$ cat config.mk
export PLATFORM = sky130hd
export DESIGN_NAME = adc_pair_sequencer
export DESIGN_NICKNAME = d
export VERILOG_FILES = /design/src/rtl/adc_pair_sequencer.sv
export SDC_FILE = /design/constraint.sdc
export NUM_CORES = 1
export LEC_CHECK = 0
export BUFFER_PORTS_ARGS = -buffer_cell sky130_fd_sc_hd__clkbuf_2
export CAP_MARGIN = 15
export CORE_MARGIN = 5
export CORE_UTILIZATION = 64
export DETAILED_ROUTE_END_ITERATION = 8
export GPL_TIMING_DRIVEN = 1
export MAX_ROUTING_LAYER = met4
export PLACE_DENSITY = 0.89
export REMOVE_ABC_BUFFERS = 1
export SYNTH_ARGS = -nofsm -noshare
export SYNTH_HDL_FRONTEND = slang
export SYNTH_SLANG_ARGS = --single-unit
$ cat constraint.sdc
create_clock -name clk -period 7.1 [get_ports clk]
set_input_delay 0.71 -clock clk [delete_from_list [all_inputs] [get_ports clk]]
set_output_delay 0.71 -clock clk [all_outputs]
set_load 0.02 [all_outputs]
$ cat src/rtl/adc_pair_sequencer.sv
// adc_pair_sequencer
// Front end for the igniter resistance divider. Alternates ADC conversions on
// the capacitor-voltage and igniter-current channels, subtracts per-channel
// zero offsets and emits each pair in sign + inverted-magnitude ADC format.
// Pairs are spaced so the downstream 16-cycle divider is never reloaded
// mid-divide.
//
// Ports:
//   clk, reset          clock, synchronous active-high reset
//   enable              run continuous sampling while high
//   cal_req             pulse: next completed pair becomes the zero offsets
//   cmd_valid/ready     ADC conversion request handshake
//   cmd_channel         channel for the request
//   rsp_valid           single-cycle ADC result strobe
//   rsp_channel         channel of the result
//   rsp_data            raw unsigned 12-bit result
//   valid_out           single-cycle pulse: v_out/i_out updated this cycle
//   v_out, i_out        voltage / current in ADC format (hold between pulses)
//   cal_done            single-cycle pulse: offsets were loaded
//   err                 single-cycle pulse: timeout or channel mismatch
//   busy                high whenever the sequencer is not idle
module adc_pair_sequencer #(
  parameter logic [4:0]  V_CHAN     = 5'd0,
  parameter logic [4:0]  I_CHAN     = 5'd1,
  parameter int unsigned GAP_CYCLES = 16,
  parameter int unsigned TIMEOUT    = 1023
) (
  input  logic        clk,
  input  logic        reset,
  input  logic        enable,
  input  logic        cal_req,
  output logic        cmd_valid,
  input  logic        cmd_ready,
  output logic [4:0]  cmd_channel,
  input  logic        rsp_valid,
  input  logic [4:0]  rsp_channel,
  input  logic [11:0] rsp_data,
  output logic        valid_out,
  output logic [11:0] v_out,
  output logic [11:0] i_out,
  output logic        cal_done,
  output logic        err,
  output logic        busy
);

  localparam int unsigned GW = (GAP_CYCLES > 1) ? $clog2(GAP_CYCLES) : 1;
  localparam logic [GW-1:0] GAP_LAST = GW'(GAP_CYCLES - 1);
  localparam logic [9:0]    TMO      = 10'(TIMEOUT);

  typedef enum logic [2:0] {
    IDLE,
    REQ_V,
    WAIT_V,
    REQ_I,
    WAIT_I,
    EMIT,
    GAP
  } state_t;

  state_t        state, state_n;
  logic [9:0]    tmo_cnt;
  logic [GW-1:0] gap_cnt;
  logic [11:0]   raw_v, raw_i;
  logic [11:0]   off_v, off_i;
  logic          cal_pending;
  logic          cap_v, cap_i, abort;

  // Offset-corrected value as sign + inverted, clipped 11-bit magnitude.
  function automatic logic [11:0] encode(input logic [11:0] raw,
                                         input logic [11:0] off);
    logic [12:0] d;
    logic [12:0] a;
    logic [10:0] mag;
    d   = {1'b0, raw} - {1'b0, off};
    a   = d[12] ? (13'd0 - d) : d;
    mag = (a > 13'd2047) ? 11'h7FF : a[10:0];
    return {d[12], mag ^ 11'h7FF};
  endfunction

  always_comb begin
    state_n     = state;
    cap_v       = 1'b0;
    cap_i       = 1'b0;
    abort       = 1'b0;
    cmd_valid   = (state == REQ_V) || (state == REQ_I);
    cmd_channel = ((state == REQ_I) || (state == WAIT_I)) ? I_CHAN : V_CHAN;
    busy        = (state != IDLE);
    unique case (state)
      IDLE:   if (enable) state_n = REQ_V;
      REQ_V:  if (cmd_ready) state_n = WAIT_V;
      WAIT_V: begin
        // A matching response in the final timeout cycle still wins.
        if (rsp_valid && (rsp_channel == V_CHAN)) begin
          cap_v   = 1'b1;
          state_n = REQ_I;
        end else if (rsp_valid || (tmo_cnt == TMO)) begin
          abort   = 1'b1;
          state_n = GAP;
        end
      end
      REQ_I:  if (cmd_ready) state_n = WAIT_I;
      WAIT_I: begin
        if (rsp_valid && (rsp_channel == I_CHAN)) begin
          cap_i   = 1'b1;
          state_n = EMIT;
        end else if (rsp_valid || (tmo_cnt == TMO)) begin
          abort   = 1'b1;
          state_n = GAP;
        end
      end
      EMIT:   state_n = GAP;
      GAP:    if (gap_cnt == GAP_LAST) state_n = enable ? REQ_V : IDLE;
      default: state_n = IDLE;
    endcase
    err = abort;
  end

  always_ff @(posedge clk) begin
    if (reset) begin
      state       <= IDLE;
      tmo_cnt     <= '0;
      gap_cnt     <= '0;
      raw_v       <= '0;
      raw_i       <= '0;
      off_v       <= '0;
      off_i       <= '0;
      cal_pending <= 1'b0;
      valid_out   <= 1'b0;
      v_out       <= 12'h7FF;
      i_out       <= 12'h7FF;
      cal_done    <= 1'b0;
    end else begin
      state     <= state_n;
      valid_out <= 1'b0;
      cal_done  <= 1'b0;
      // Counters run only inside their state, so they are zero on entry.
      tmo_cnt   <= ((state == WAIT_V) || (state == WAIT_I)) ? tmo_cnt + 10'd1 : '0;
      gap_cnt   <= (state == GAP) ? gap_cnt + GW'(1) : '0;
      if (cap_v) raw_v <= rsp_data;
      if (cap_i) raw_i <= rsp_data;
      // A request arriving during EMIT survives the clear and hits the next pair.
      cal_pending <= cal_req | (cal_pending & (state != EMIT));
      if (state == EMIT) begin
        if (cal_pending) begin
          off_v    <= raw_v;
          off_i    <= raw_i;
          cal_done <= 1'b1;
        end else begin
          valid_out <= 1'b1;
          v_out     <= encode(raw_v, off_v);
          i_out     <= encode(raw_i, off_i);
        end
      end
    end
  end

endmodule

## After elaboration in Yosys (flattened, before gate mapping)

Index checks and enable logic that the tools add are counted.

| cells by class | value |
|---|---|
| bitwise logic cells | 8 |
| equal/unequal tests | 14 |
| add/subtract/negate cells | 6 |
| mux-type cells | 24 |
| reductions and logical operators | 15 |
| order comparisons | 2 |

Operators with widths:

| kind | number |
|---|---|
| greater-than comparator 13 x 11 -> 1 bit, second input constant | 2 |
| 2-to-1 mux 13 bit | 2 |
| subtractor 1 x 13 -> 13 bit, first input constant | 2 |
| subtractor 12 x 12 -> 13 bit | 2 |
| 2-to-1 mux 11 bit | 2 |
| NOT 11 bit | 2 |
| 2-to-1 mux 3 bit | 7 |
| one-hot mux 3 bit (7 select lines) | 1 |
| 2-to-1 mux 1 bit | 11 |
| adder 10 x 1 -> 10 bit, second input constant | 1 |
| == test 10 bit, second input constant | 1 |
| == test 3 bit, second input constant | 3 |
| inequality test 2 bit, second input constant | 4 |
| == test 3 x 2 -> 1 bit, second input constant | 2 |
| OR reduction 2 bit | 3 |
| == test 5 x 1 -> 1 bit, second input constant | 1 |
| logical NOT 5 bit | 1 |
| adder 4 x 1 -> 4 bit, second input constant | 1 |
| == test 4 bit, second input constant | 1 |
| logical OR 1 bit | 4 |
| NOT 1 bit | 4 |
| AND reduction 2 bit | 2 |
| AND reduction 4 bit | 1 |
| == test 3 x 1 -> 1 bit, second input constant | 1 |
| other kinds (7) | 8 |

| storage, ports and cells | value |
|---|---|
| logic and storage cells | 81 |
| input port bits | 23 |
| register bits | 92 |
| output and inout bits | 34 |

## Depth between registers and ports, before layout

Gate-level depths: netlist (run 1).

| logic depth | value |
|---|---|
| depth in word-level cells | 6 |
| gate-level depth with buffers | 13 |
| depth with buffers taken out | 12 |

## Worst setup path after synthesis (run 1)

No wires, ideal clock.

| timing | value |
|---|---|
| path kind | reg-to-reg |
| from | register raw_i[0] |
| to | register i_out[10] |
| stages on the path, launching flop included | 14 |
| arrival time | 2,893 ps |
| slack | 4,085 ps |
| clock period less this slack | 3,015 ps |
| library setup time | 122 ps |
| cells stage by stage | dfxtp_1 > inv_1 > ha_1 > fa_1 > nand2b_1 > a21oi_1 > o31ai_1 > a311oi_1 > o21ai_1 > nand4bb_1 > mux2i_1 > a31o_2 > buf_6 > a221o_1 |

| between the ends | value |
|---|---|
| longest elaborated chain between the ends | 6 |

RTL lines:

| element | RTL line | RTL |
|---|---|---|
| from (decl) | 63 | `logic [11:0] raw_v, raw_i;` |
| from (signal assigned) | 140 | `if (cap_i) raw_i <= rsp_data;` |
| subtractor 12 x 12 -> 13 bit (*) | 74 | `d = {1'b0, raw} - {1'b0, off};` |
| subtractor 1 x 13 -> 13 bit | 75 | `a = d[12] ? (13'd0 - d) : d;` |
| 2-to-1 mux 13 bit (*) | 75 |  |
| greater-than comparator 13 x 11 -> 1 bit | 76 | `mag = (a > 13'd2047) ? 11'h7FF : a[10:0];` |
| 2-to-1 mux 11 bit (*) | 76 |  |
| NOT 11 bit (no source line) (*) | n/a |  |
| to (signal assigned) | 151 | `i_out <= encode(raw_i, off_i);` |
| to (decl) | 40 | `output logic [11:0] i_out,` |

Every way passes the cells marked *; elsewhere a longest branch is shown, timed or not.
A chain may end at the register's enable or synchronous reset.

## Worst setup path after layout (run 1)

| timing | value |
|---|---|
| from | register raw_v[0] |
| to | register v_out[1] |

| between the ends | value |
|---|---|
| longest elaborated chain between the ends | 6 |

RTL lines:

| element | RTL line | RTL |
|---|---|---|
| from (decl) | 63 |  |
| from (signal assigned) | 139 | `if (cap_v) raw_v <= rsp_data;` |
| subtractor 12 x 12 -> 13 bit (*) | 74 |  |
| subtractor 1 x 13 -> 13 bit | 75 |  |
| 2-to-1 mux 13 bit (*) | 75 |  |
| greater-than comparator 13 x 11 -> 1 bit | 76 |  |
| 2-to-1 mux 11 bit (*) | 76 |  |
| NOT 11 bit (no source line) (*) | n/a |  |
| to (signal assigned) | 150 | `v_out <= encode(raw_v, off_v);` |
| to (decl) | 39 | `output logic [11:0] v_out,` |

Marks and branches as above.

==> results of run 1 <==
[worst max path at each step]
stage | cells past startpoint | end | slack [ns]
global route | 12 | v_out[3] | 3.04
global placement | 12 | v_out[10] | 3.80
finish | 12 | v_out[1] | 3.45
floorplan | 12 | i_out[4] | 4.08
detailed placement | 12 | v_out[1] | 3.60
CTS | 12 | v_out[1] | 3.51
[where the power goes]
part,switching [mW],leakage (nW),internal [mW]
Combinational,0.0576,1.37,0.0347
Sequential,0.0153,0.742,0.523
Clock,0.181,0.0982,0.154
Total,0.254,2.21,0.712
[per-layer routing]
metal	part of all wire, %	up-vias
li1	-	2269
met1	45	2149
met2	49	130
met3	5.0	19
met4	1.6	0
met5	0	-
[layout by cell type (no fill, tap or decap), types with 17 or more instances in the layout]
master	instances
nor2_1	75
clkbuf_2	52
inv_1	38
nand2_1	66
ha_1	28
dfxtp_1	92
a21oi_1	58
mux2i_1	28
xor2_1	17
xnor2_1	21
[flip-flops by register name, indices dropped and copies added, names as in the netlist, 4 cells and up]
name / flops
off_v: 12
off_i: 12
raw_v: 12
raw_i: 12
v_out: 12
tmo_cnt: 10
i_out: 12
gap_cnt: 4
[stage by stage]
step / cells / utilization (%)
floorplan: 600 / -
global placement: 756 / 69.8
detailed placement: 756 / 69.8
CTS: 772 / 72.2
global route: 772 / 72.2
finish: 772 / 72.2
[layout make-up]
| type | count | area [µm²] |
|---|---|---|
| Clock inverter | 4 | 22.5 |
| Fill cell | 617 | 2170 |
| Clock buffer | 12 | 165 |
| Sequential cell | 92 | 1840 |
| Tap cell | 102 | 128 |
| Multi-Input combinational cell | 470 | 3060 |
| Inverter | 38 | 143 |
| Timing Repair Buffer | 54 | 275 |
[kinds of logic after synthesis]
kind of cell | after synthesis | share of synthesized area (%)
other | 1 | 0.0723
AND/OR/NAND/NOR | 213 | 18.7
multiplexers | 28 | 5.40
flip-flops | 92 | 35.5
adder cells (fa/ha/maj) | 31 | 7.72
XOR/XNOR | 38 | 6.42
buffers and inverters | 72 | 5.72
AO/OA/AOI/OAI | 156 | 20.4
[worst max-delay path, delay by kind of cell (launching register included)]
family	cells	cell delay (ns)
buf+inv	1	0.05
mux	1	0.70
flops	1	0.36
compound gates	2	0.32
fa+ha+maj	2	0.62
simple gates	6	1.47
==> results.ini, run 1 <==
[floorplanning]
die_h_um = 100
core_area_mm2 = 0.00781
row_count = 32
die-area_mm2 = 0.0100
fp.dieW_um = 100
start_util_pct = 66.4
io_pins = 57

[global_route]
grt.busiest_layer = met2
grt_max_degree = 81
antenna_found_initial = 0
grt_pass1_vias = 4647
grt_usage_pct = 24.2
grtUsageMet3_pct = 3.68
grt_pass1_wl_mm = 19.8
grt_remaining_overflow = 0
use_met2_pct = 41.6
met1_usage_pct = 28.5

[critical_path]
path_cells = inv_1, ha_1, fa_1, nor2b_1, o211ai_1, nand4b_1, nand3_1, nor4_1, nand4_1, and2_1, mux2i_1, o31ai_1
max_stage_delay_ns = 0.70
timing.critical_path.from = raw_v[0]
required_ns = 7.32
reg2regPathDepth = 12
slowest_stage = mux2i_1
criticalPathCategory = reg -> reg
end_kind = flop
rrSetupSlack_ns = 3.45
rr_startpoint = raw_v[0]
arrival_ns = 3.87
reg2reg_to = v_out[1]
critPathLaunchType = flop
cp_max_fo = 11

[sta]
worst_pin_slew_ns = 1.02
whs_ns = 0.451
slew_headroom_pct = 32.1
rsz0062_at_grt = no
min_period_ns = 3.65
fmax_ghz = 0.274
setup_viol_count_final = 0
clock_skew_ns = 0.0117
layout_setup_ws_ns = 3.45
slew_viol_final = 0
finalHoldViolations = 0
fin_crit_sh_pct = 51.5
setup-tns-final_ns = 0

[run]
max_cap_violations = 0

[detailed_routing]
firstDrtPassIters = 5
drc = 0
drtIter0Drc = 262
wire_per_inst_um = 14.9
post_drt_via_cell_ratio = 5.92
wl_mm = 11.5
num_vias = 4567
drt.antenna.violating_nets = 0

[synthesis]
synth_edf_count = 0
synth_area_mm2 = 0.00519
ys_seq_area_share_pct = 35.5
post-synth-top-count-cell = dfxtp_1
synth.ff_latch_count = 92
synth_top_area_share_pct = 35.5
async_flop_share_pct = 0
ys_types = 61
synth_area_leader_cell = dfxtp_1
yosys-top-cells-area = dfxtp_1 (36%), ha_1 (6.8%), a21oi_1 (5.6%)
synth.avg_cell_area_um2 = 8.22
synth_flop_cell = dfxtp_1
syn_inst = 631
ys_warn_count = 0
synth_commonest_cells = dfxtp_1 (92), nor2_1 (75), nand2_1 (66), a21oi_1 (58), inv_1 (38)

[layout]
drive_above_1_share_pct = 11.9
fin_area_mm2 = 0.00564
antennaDiodeCount = 0
area_delta_synth_final_pct = 8.73
nNetsFinal = 718

[placed_design]
portBuffers = 52
gp_congestion = 0.980
dpl.hpwl_mm = 8.40
dpl_cell_area_mm2 = 0.00545
dp_slack_ns = 3.60

[pwr]
leakage_nw = 2.21
ir_drop_mv = 0.178
finalPower_mw = 0.966
powerDensity_mw_per_mm2 = 171

[worst_hold_path]
min_from = gap_cnt[0]
hold_path_depth = 1
min_path_type = reg -> reg
min_to = gap_cnt[0]

[clock_network]
tritoncts.num_buffers = 9
cts_tree = done
clk_path_buf_depth = 2
htree_levels = 3
cts_hold_buffers = 0
post_cts.repair.setup_buffers = 0
cts_sinks = 92
cts_resized = 0
clk_latency_ns = 0.37
cts.clk_slew.worst_paths_ns = 0.09
root_buffer = clkbuf_8

[status]
status = finished clean

(Power assumes the default switching activity.)
==> run 2, diff against run 1 <==
Settings changed: ABC_AREA set to 1, CORE_UTILIZATION 64 to 59, PLACE_DENSITY 0.89 to 0.83.
Clock period 7.1 ns to 3.72 ns, I/O delays scaled along.
==> results.ini, run 2 <==
[status]
status = finished clean  ; unchanged

[placed_design]
dpl_cell_area_mm2 = 0.00572  ; was 0.00545 mm²
dp_slack_ns = 0.971  ; was 3.60 ns
dpl.hpwl_mm = 9.68  ; was 8.40 mm
gp_congestion = 0.998  ; was 0.980
portBuffers = 52  ; unchanged

[clock_network]
cts.clk_slew.worst_paths_ns = 0.09  ; about the same
cts_hold_buffers = 0  ; unchanged
root_buffer = clkbuf_8  ; unchanged
cts_resized = 0  ; unchanged
cts_sinks = 92  ; unchanged
tritoncts.num_buffers = 9  ; unchanged
cts_tree = done  ; unchanged
htree_levels = 3  ; unchanged
post_cts.repair.setup_buffers = 0  ; unchanged
clk_latency_ns = 0.37  ; about the same
clk_path_buf_depth = 2  ; unchanged

[sta]
worst_pin_slew_ns = 0.862  ; was 1.02 ns
finalHoldViolations = 0  ; unchanged
clock_skew_ns = 0.0105  ; was 0.0117 ns
fin_crit_sh_pct = 74.6  ; was 51.5%
setup_viol_count_final = 0  ; unchanged
setup-tns-final_ns = 0  ; unchanged
slew_viol_final = 0  ; unchanged
fmax_ghz = 0.360  ; was 0.274 GHz
min_period_ns = 2.77  ; was 3.65 ns
slew_headroom_pct = 42.5  ; was 32.1%
rsz0062_at_grt = no  ; unchanged
layout_setup_ws_ns = 0.945  ; was 3.45 ns
whs_ns = 0.235  ; was 0.451 ns

[synthesis]
synth_xor_xnor_area_share_pct = 0.967  ; was 6.42%
synth_area_mm2 = 0.00544  ; was 0.00519 mm²
async_flop_share_pct = 0  ; unchanged
synth_commonest_cells = nand2_1 (187), nor2_1 (109), inv_1 (97), dfxtp_1 (92), a21oi_1 (87)  ; was dfxtp_1 (92), nor2_1 (75), nand2_1 (66), a21oi_1 (58), inv_1 (38)
yosys-top-cells-area = dfxtp_1 (34%), nand2_1 (13%), a21oi_1 (8.0%)  ; was dfxtp_1 (36%), ha_1 (6.8%), a21oi_1 (5.6%)
synth_compound_area_share_pct = 15.3  ; was 20.4%
post-synth-top-count-cell = nand2_1  ; was dfxtp_1
synth.avg_cell_area_um2 = 6.53  ; was 8.22 µm²
ys_warn_count = 0  ; unchanged
synth_area_leader_cell = dfxtp_1  ; unchanged
ys_types = 36  ; was 61
synth_edf_count = 0  ; unchanged
synth_top_family_by_area = simple AND/OR/NAND/NOR gates  ; was compound AO/OA/AOI/OAI gates
synth_top_area_share_pct = 33.9  ; was 35.5%
ys_seq_area_share_pct = 33.9  ; was 35.5%
synth_mux_area_share_pct = 0  ; was 5.40%
synth-simple-area-share_pct = 32.7  ; was 18.7%
syn_inst = 832  ; was 631
synth_flop_cell = dfxtp_1  ; unchanged
yosys.area_share.adder_pct = 7.18  ; was 7.72%
synth.ff_latch_count = 92  ; unchanged

[floorplanning]
fp.dieW_um = 106  ; was 100 µm
io_pins = 57  ; unchanged
row_count = 35  ; was 32
start_util_pct = 59.7  ; was 66.4%
core_area_mm2 = 0.00911  ; was 0.00781 mm²
die_h_um = 106  ; was 100 µm
die-area_mm2 = 0.0112  ; was 0.0100 mm²

[detailed_routing]
drtIter0Drc = 264  ; was 262
firstDrtPassIters = 4  ; was 5
wl_mm = 12.2  ; was 11.5 mm
wire_per_inst_um = 12.4  ; was 14.9 µm
drt.antenna.violating_nets = 0  ; unchanged
drc = 0  ; unchanged
num_vias = 5251  ; was 4567
post_drt_via_cell_ratio = 5.31  ; was 5.92

[critical_path]
end_kind = flop  ; unchanged
required_ns = 3.97  ; was 7.32 ns
criticalPathCategory = reg -> reg  ; unchanged
rrSetupSlack_ns = 0.95  ; was 3.45 ns
cp_max_fo = 11  ; unchanged
reg2reg_to = i_out[5]  ; was v_out[1]
critPathLaunchType = flop  ; unchanged
arrival_ns = 3.02  ; was 3.87 ns
rr_startpoint = raw_i[0]  ; was raw_v[0]
reg2regPathDepth = 13  ; was 12

[worst_hold_path]
min_path_type = in -> reg  ; was reg -> reg
hold_path_depth = 3  ; was 1
min_to = cal_pending  ; was gap_cnt[0]
min_from = cal_req  ; was gap_cnt[0]

[pwr]
powerDensity_mw_per_mm2 = 384  ; was 171 mW/mm²
leakage_nw = 2.85  ; was 2.21 nW
ir_drop_mv = 0.319  ; was 0.178 mV

[global_route]
grt_usage_pct = 23.2  ; was 24.2%
grt_pass1_vias = 4900  ; was 4647
grt_remaining_overflow = 0  ; unchanged
antenna_found_initial = 0  ; unchanged
grt_max_degree = 52  ; was 81
grt_pass1_wl_mm = 21.3  ; was 19.8 mm

[layout]
area_delta_synth_final_pct = 8.70  ; was 8.73%
register_area_mm2 = 0.00184  ; unchanged
fin_area_mm2 = 0.00591  ; was 0.00564 mm²
nFillCells = 870  ; was 617
final_common_cell = nand2_1  ; was dfxtp_1
post-route-util_pct = 64.9  ; was 72.2%
multi_input_area_mm2 = 0.00306  ; unchanged
most-common-layout-cells = nand2_1 (187), nor2_1 (109), inv_1 (97), dfxtp_1 (92), a21oi_1 (87)  ; was dfxtp_1 (92), nor2_1 (75), nand2_1 (66), a21oi_1 (58), clkbuf_2 (52)
nNetsFinal = 925  ; was 718
drive_above_1_share_pct = 11.9  ; about the same
antennaDiodeCount = 0  ; unchanged

[run]
max_cap_violations = 0  ; unchanged

[run 2: cell types whose count changed after synthesis, sizes merged, moves of 9 or more]
cell   before  now
nand2      66  201
inv        38  101
o21ai      15   63
nand3      16   59
nor2       75  115
a21oi      58   90
mux2i      28    0
xnor2      21    4
xor2       17    2
o31ai      14    0
a221o      11    0
nor2b       9    0
o21a        9    0
[run 2: metrics by stage]
step                std cells  power, mW
floorplan                 805       1.49
global placement          972       1.62
detailed placement        972       1.63
CTS                       988       2.28
global route              988       2.41
finish                    988       2.27
[run 2: cell type report]
class	instances	area share, %
Multi-Input combinational cell	611	51.9
Sequential cell	92	31.2
Inverter	102	6.48
Timing Repair Buffer	56	4.91
Tap cell	111	2.35
Clock buffer	10	2.33
Clock inverter	6	0.910
[run 2: cell families after synthesis]
group                    after synthesis
flip-flops                            92
adder cells (fa/ha/maj)               30
other                                  1
buffers and inverters                132
AND/OR/NAND/NOR                      413
XOR/XNOR                               6
AO/OA/AOI/OAI                        158
[run 2: worst max-delay path, cell delays in order, from the launching register on]
cell	delay (ns)
dfxtp_1	0.34
inv_1	0.06
ha_1	0.22
fa_1	0.54
ha_1	0.17
inv_1	0.05
nor2_1	0.13
nand3_1	0.10
nor2_1	0.13
nand3_1	0.13
nor2_1	0.12
nand4_1	0.36
nand3_1	0.23
nand2_1	0.08
[run 2: how the worst max path moves through the flow]
stage	startpoint	end	slack, ns	cells after the start
2_1_floorplan	raw_i[0]	i_out[10]	1.34	13
3_3_place_gp	raw_i[0]	i_out[2]	1.15	15
3_5_place_dp	raw_i[0]	i_out[5]	0.97	13
4_1_cts	raw_i[0]	i_out[5]	0.95	13
5_1_grt	raw_i[0]	i_out[5]	0.72	13
6_report	raw_i[0]	i_out[5]	0.95	13
[run 2: routing by layer]
| layer | wire (µm) | vias to the layer above | share of wire, % | track usage (%) |
|---|---|---|---|---|
| li1 | - | 2751 | - | - |
| met1 | 5940 | 2369 | 49 | 29.6 |
| met2 | 5630 | 115 | 46 | 38.8 |
| met3 | 519 | 16 | 4.2 | 2.91 |
| met4 | 140 | 0 | 1.1 | 6.66 |
| met5 | 0 | - | 0 | - |
[run 2: report_power, final]
| part | leakage [nW] | switching [mW] | internal, mW |
|---|---|---|---|
| Clock | 0.0958 | 0.382 | 0.274 |
| Sequential | 0.743 | 0.0295 | 1.02 |
| Combinational | 2.01 | 0.388 | 0.182 |
| Total | 2.85 | 0.799 | 1.47 |
